[src/rtl/regfile_write_arbiter.sv]
`timescale 1ns/1ps
// regfile_write_arbiter: two queued writeback requesters share the RegisterFile write port.
// Define RR_ARB_EN for round-robin arbitration; otherwise port 0 has fixed priority.
module regfile_write_arbiter #(
  parameter int DEPTH      = 2,
  parameter int DATA_WIDTH = 64
) (
  input  logic                  Clk,
  input  logic                  ResetL,
  input  logic                  Req0Valid,
  output logic                  Req0Ready,
  input  logic [4:0]            Req0Reg,
  input  logic [DATA_WIDTH-1:0] Req0Data,
  input  logic                  Req1Valid,
  output logic                  Req1Ready,
  input  logic [4:0]            Req1Reg,
  input  logic [DATA_WIDTH-1:0] Req1Data,
  output logic [4:0]            RW,
  output logic [DATA_WIDTH-1:0] BusW,
  output logic                  RegWr,
  output logic                  Busy
);

  localparam int PTR_W = (DEPTH > 1) ? $clog2(DEPTH) : 1;
  localparam int CNT_W = PTR_W + 1;
  localparam logic [CNT_W-1:0] CNT_FULL = CNT_W'(DEPTH);
  localparam logic [4:0] ZERO_REG = 5'd31;

  logic [4:0]            regMem0  [DEPTH];
  logic [DATA_WIDTH-1:0] dataMem0 [DEPTH];
  logic [4:0]            regMem1  [DEPTH];
  logic [DATA_WIDTH-1:0] dataMem1 [DEPTH];

  logic [PTR_W-1:0] wrPtr0, rdPtr0, wrPtr1, rdPtr1;
  logic [CNT_W-1:0] count0, count0Next, count1, count1Next;
  logic             push0, push1, pop0, pop1;
  logic             nonEmpty0, nonEmpty1;
  logic             grant0, grant1;

  logic                  vld_p1;
  logic [4:0]            rw_p1;
  logic [DATA_WIDTH-1:0] busW_p1;

  // Enqueue: writes to X31 complete the handshake but never occupy a slot.
  assign push0 = Req0Valid && Req0Ready && (Req0Reg != ZERO_REG);
  assign push1 = Req1Valid && Req1Ready && (Req1Reg != ZERO_REG);

  assign nonEmpty0 = (count0 != '0);
  assign nonEmpty1 = (count1 != '0);

  assign pop0 = grant0;
  assign pop1 = grant1;

  assign count0Next = count0 + CNT_W'(push0) - CNT_W'(pop0);
  assign count1Next = count1 + CNT_W'(push1) - CNT_W'(pop1);

`ifdef RR_ARB_EN
  // lastGrant = 1 means port 1 was served last, so port 0 wins the next tie.
  logic lastGrant;

  always_comb begin
    grant0 = 1'b0;
    grant1 = 1'b0;
    if (nonEmpty0 && nonEmpty1) begin
      grant0 = lastGrant;
      grant1 = !lastGrant;
    end else begin
      grant0 = nonEmpty0;
      grant1 = nonEmpty1;
    end
  end

  always_ff @(posedge Clk or negedge ResetL) begin
    if (!ResetL) begin
      lastGrant <= 1'b1;
    end else if (grant0 || grant1) begin
      lastGrant <= grant1;
    end
  end
`else
  assign grant0 = nonEmpty0;
  assign grant1 = nonEmpty1 && !nonEmpty0;
`endif

  // FIFO control state
  always_ff @(posedge Clk or negedge ResetL) begin
    if (!ResetL) begin
      wrPtr0    <= '0;
      rdPtr0    <= '0;
      count0    <= '0;
      wrPtr1    <= '0;
      rdPtr1    <= '0;
      count1    <= '0;
      Req0Ready <= 1'b0;
      Req1Ready <= 1'b0;
    end else begin
      if (push0) wrPtr0 <= wrPtr0 + PTR_W'(1);
      if (pop0)  rdPtr0 <= rdPtr0 + PTR_W'(1);
      if (push1) wrPtr1 <= wrPtr1 + PTR_W'(1);
      if (pop1)  rdPtr1 <= rdPtr1 + PTR_W'(1);
      count0    <= count0Next;
      count1    <= count1Next;
      // Ready looks only at the next count, so a drain never admits a same-cycle push.
      Req0Ready <= (count0Next < CNT_FULL);
      Req1Ready <= (count1Next < CNT_FULL);
    end
  end

  // FIFO storage (data only, no reset needed)
  always_ff @(posedge Clk) begin
    if (push0) begin
      regMem0[wrPtr0]  <= Req0Reg;
      dataMem0[wrPtr0] <= Req0Data;
    end
    if (push1) begin
      regMem1[wrPtr1]  <= Req1Reg;
      dataMem1[wrPtr1] <= Req1Data;
    end
  end

  // Issue stage p1: registered write-port drive, held stable across the negedge write
  always_ff @(posedge Clk or negedge ResetL) begin
    if (!ResetL) begin
      vld_p1  <= 1'b0;
      rw_p1   <= '0;
      busW_p1 <= '0;
    end else begin
      vld_p1 <= grant0 || grant1;
      if (grant0) begin
        rw_p1   <= regMem0[rdPtr0];
        busW_p1 <= dataMem0[rdPtr0];
      end else if (grant1) begin
        rw_p1   <= regMem1[rdPtr1];
        busW_p1 <= dataMem1[rdPtr1];
      end
    end
  end

  assign RW    = rw_p1;
  assign BusW  = busW_p1;
  assign RegWr = vld_p1;
  assign Busy  = nonEmpty0 || nonEmpty1 || vld_p1;

  grantOneHot: assert property (@(posedge Clk) disable iff (!ResetL) !(grant0 && grant1));
  noOverflow0: assert property (@(posedge Clk) disable iff (!ResetL) count0 <= CNT_FULL);
  noOverflow1: assert property (@(posedge Clk) disable iff (!ResetL) count1 <= CNT_FULL);

endmodule

[config.mk]
export PLATFORM = sky130hd
export DESIGN_NAME = regfile_write_arbiter
export DESIGN_NICKNAME = d
export VERILOG_FILES = /design/src/rtl/regfile_write_arbiter.sv
export SDC_FILE = /design/constraint.sdc
export NUM_CORES = 1
export LEC_CHECK = 0
export BUFFER_PORTS_ARGS = -buffer_cell sky130_fd_sc_hd__buf_2
export CORE_MARGIN = 4
export CORE_UTILIZATION = 35
export CTS_BUF_LIST = sky130_fd_sc_hd__clkbuf_8
export DETAILED_ROUTE_END_ITERATION = 6
export GPL_TIMING_DRIVEN = 0
export PLACE_DENSITY_LB_ADDON = 0.1
export REMOVE_ABC_BUFFERS = 1
export SETUP_SLACK_MARGIN = 0.2
export SLEW_MARGIN = 20
export SYNTH_ARGS = -nofsm -noshare
export SYNTH_HDL_FRONTEND = slang
export SYNTH_SLANG_ARGS = --single-unit
[constraint.sdc]
create_clock -name Clk -period 3.95 [get_ports Clk]
set_clock_uncertainty 0.05 [all_clocks]
set_input_delay 0.5925 -clock Clk [delete_from_list [all_inputs] [get_ports Clk]]
set_output_delay 0.5925 -clock Clk [all_outputs]
set_load 0.005 [all_outputs]
==> metrics <==
status=finished, final reports clean; post-synth top area share=between 60% and 70%; CTS H-tree lvls=2; core area=~37000 um^2; Final HPWL DP=between 20 and 25 mm; Synth Cell Area=13230 um^2; initial antenna violation count=4; Non-Filler Instances=1598; Clock transition at path regs=about 0.06 ns; CTS Buffer Depth=3; fin. max-slew vios=0; Synth area leaders=edfxtp_1 63%, dfrtp_1 15%, mux2i_1 5.2%; VDD IR max=between 0.4 and 0.5 mV; endpoint type of the worst setup path=output pin; largest net degree at the start of global routing=68; fillcell total=3395; PostCTS Resize Cnt=0; first-pass GRT wire length=48.68 mm; die width=between 200 and 250 um; P per Cell Area=approximately 770 nW/um^2; DRC=0; Antenna Violating Nets Remaining=0; Total GRT Usage=between 10% and 20%; area leader, netlist=edfxtp_1; Min Clock Period, post-route=approximately 2.7 ns; via count=between 7000 and 8000; total length of routed wires=roughly 33 mm; Switching Share=roughly a third; synthesized flop and latch total=between 300 and 400; final period utilization=slightly below 70%; critical path fanouts, max=39; Die Footprint=between 40000 and 50000 um^2; Internal=0.008632 W; Most used DFF post-synth=edfxtp_1; WL/cell=20.40 um; remaining global-route overflow=0; overall power=about 0.013 W; Clk pwr share=roughly a quarter; Max Clock Freq=about 370 MHz; I/O pin count=between 200 and 250; 1st-iter DRT viols=approximately 280; Netlist cell types=25; Post-synth EDFFs=between 200 and 300; vias in the first global route=roughly 7800; Logic pwr share=31.0%; placed cells=between 1000 and 1500; average cell area after synthesis=16.77 um^2; setup repair after global routing missed its margin=false; critical path startpoint category=flip-flop; yosys warns=0; # rows=70; CTS sink count=between 300 and 400; synth cell count leaders=276 x edfxtp_1, 80 x dfrtp_1; clock insertion delay at the later pin of the skew report=about 0.63 ns; CTS tree=yes; Setup-failing EPs final=0; Via density=around 4.7; Pre-antenna DRT Iters=4; cells on worst reg2reg path=4; Synth Instances=789; cell with the most instances after synthesis=edfxtp_1; Setup Crit Path Kind=flip-flop to output pin; Hold WC Path Type=input pin to flip-flop; net switching power=between 0.004 and 0.005 W; Starting Density=between 30% and 40%; Leak=between 6 and 7 nW; Slew headroom=between 40% and 50%; total CTS buffers=59; PortBufs=roughly 210; nets=about 1200; crit-path cells=or2_4 > or3_1 > buf_2; CTS root buf=clkbuf_8; Worst Path Buf+Inv=1; buffers inserted by post-CTS timing repair=0; register share of total power=around 43%; Worst Path Arrival=about 2.0 ns; worst-margin pin slew=approximately 0.75 ns; Hold Violations, Final=0; slowest CP cell=or2_4; crit-path leading delay family=simple AND/OR/NAND/NOR gates; hold depth=1; Required @ worst endpoint=approximately 3.3 ns; layout cell share with drive strength beyond 1=~31%; Die Ht=202.4 um; Max-Cap Viols=0; Final Wtd Congestion=approximately 0.67; stages on the worst setup path=3; sequential area share after synthesis=~78%; fin util=45.02%; asr flop ratio synth=22.47%; Crit path largest cell delay=between 0.4 and 0.5 ns; Area growth syn-to-layout=25.77%
-- routing by layer --
metal	wire (um)	track usage, %	part of all wire [%]
met5	35	0	0.11
met2	15790	26.33	48
met1	14320	20.07	44
met4	548	4.195	1.7
met3	1898	4.877	5.8
-- power groups by stage --
stage	logic, W	clock network (W)	registers (W)
floorplan	0.00188	0	0.00580
global placement	0.00331	0	0.00608
detailed placement	0.00407	0	0.00562
CTS	0.00408	0.00341	0.00556
global route	0.00437	0.00358	0.00566
finish	0.00396	0.00328	0.00554
-- sequential cells by signal (all words and copies together), names as in the netlist --
register	count
wrPtr1	1
Req0Ready	1
regMem1	10
RegWr	1
regMem0	10
dataMem0	128
BusW	64
Req1Ready	1
count1	2
count0	2
wrPtr0	1
rdPtr0	1
RW	5
rdPtr1	1
dataMem1	128
-- cell families after synthesis --
group                      Yosys count  synth area share (%)
DFF                                356                 77.77
AOI/OAI and AO/OA                  209                 9.901
and+or+nand+nor                     83                 3.792
muxes                               69                 5.220
buffers and inverters               60                 2.411
xor gates and xnor gates             8                0.5296
adders and majority gates            4                0.3783
-- per-stage QoR --
| stage | area [um^2] | setup slack [ns] | hold WS [ns] | setup TNS (ns) |
|---|---|---|---|---|
| floorplan | 12940 | -0.3233 | 0.2469 | -89.22 |
| global placement | 14640 | -3.935 | 0.4342 | -1084.04 |
| detailed placement | 15390 | 1.288 | 0.4709 | 0 |
| CTS | 16630 | 1.169 | 0.01502 | 0 |
| global route | 16630 | 1.145 | 0.02296 | 0 |
| finish | 16640 | 1.266 | 0.09488 | 0 |
-- worst paths after layout --
check	from	slack (ns)	endpoint
worst max-delay path	count1[0]$_DFF_PN0_	1.27	Busy
worst min-delay path	Req0Data[43]	0.09	dataMem0[0][43]$_DFFE_PP_
worst max register to register	Req1Ready$_DFF_PN0_	1.80	dataMem1[1][12]$_DFFE_PP_
worst min register to register	dataMem0[1][12]$_DFFE_PP_	0.48	BusW[12]$_DFFE_PN0P_
max in group asynchronous	ResetL	2.77	rdPtr1$_DFFE_PN0P_
min in group asynchronous	ResetL	0.41	BusW[28]$_DFFE_PN0P_
-- cells in the final DEF (no fill, tap or decap), drive strengths merged, types with 4 or more instances in the layout --
| cell type | instances |
|---|---|
| clkinv | 6 |
| inv | 33 |
| o22ai | 69 |
| clkbuf | 72 |
| xnor2 | 5 |
| nor2b | 69 |
| o21ai | 69 |
| mux2i | 69 |
| ha | 4 |
| buf | 243 |
| dfrtp | 80 |
| a211oi | 69 |
| edfxtp | 276 |
| nor2 | 7 |
| diode | 4 |
-- area by class of cell --
type | count | area, um^2 | share of cell area, %
Inverter | 7 | 26.28 | 0.1579
Clock buffer | 72 | 991.0 | 5.955
Clock inverter | 38 | 237.7 | 1.429
Sequential cell | 356 | 10300 | 61.88
Antenna cell | 4 | 10.01 | 0.06015
Timing Repair Buffer | 244 | 1788 | 10.74
Tap cell | 504 | 630.6 | 3.789
Multi-Input combinational cell | 373 | 2660 | 15.98
-- what timing repair did --
item | CTS | global route
hold buffers | 1 | 0
endpoints found under the setup margin | 0 | 0
endpoints found under the hold margin | 32 | 0
Note: power is estimated with default switching activity, not from simulation.
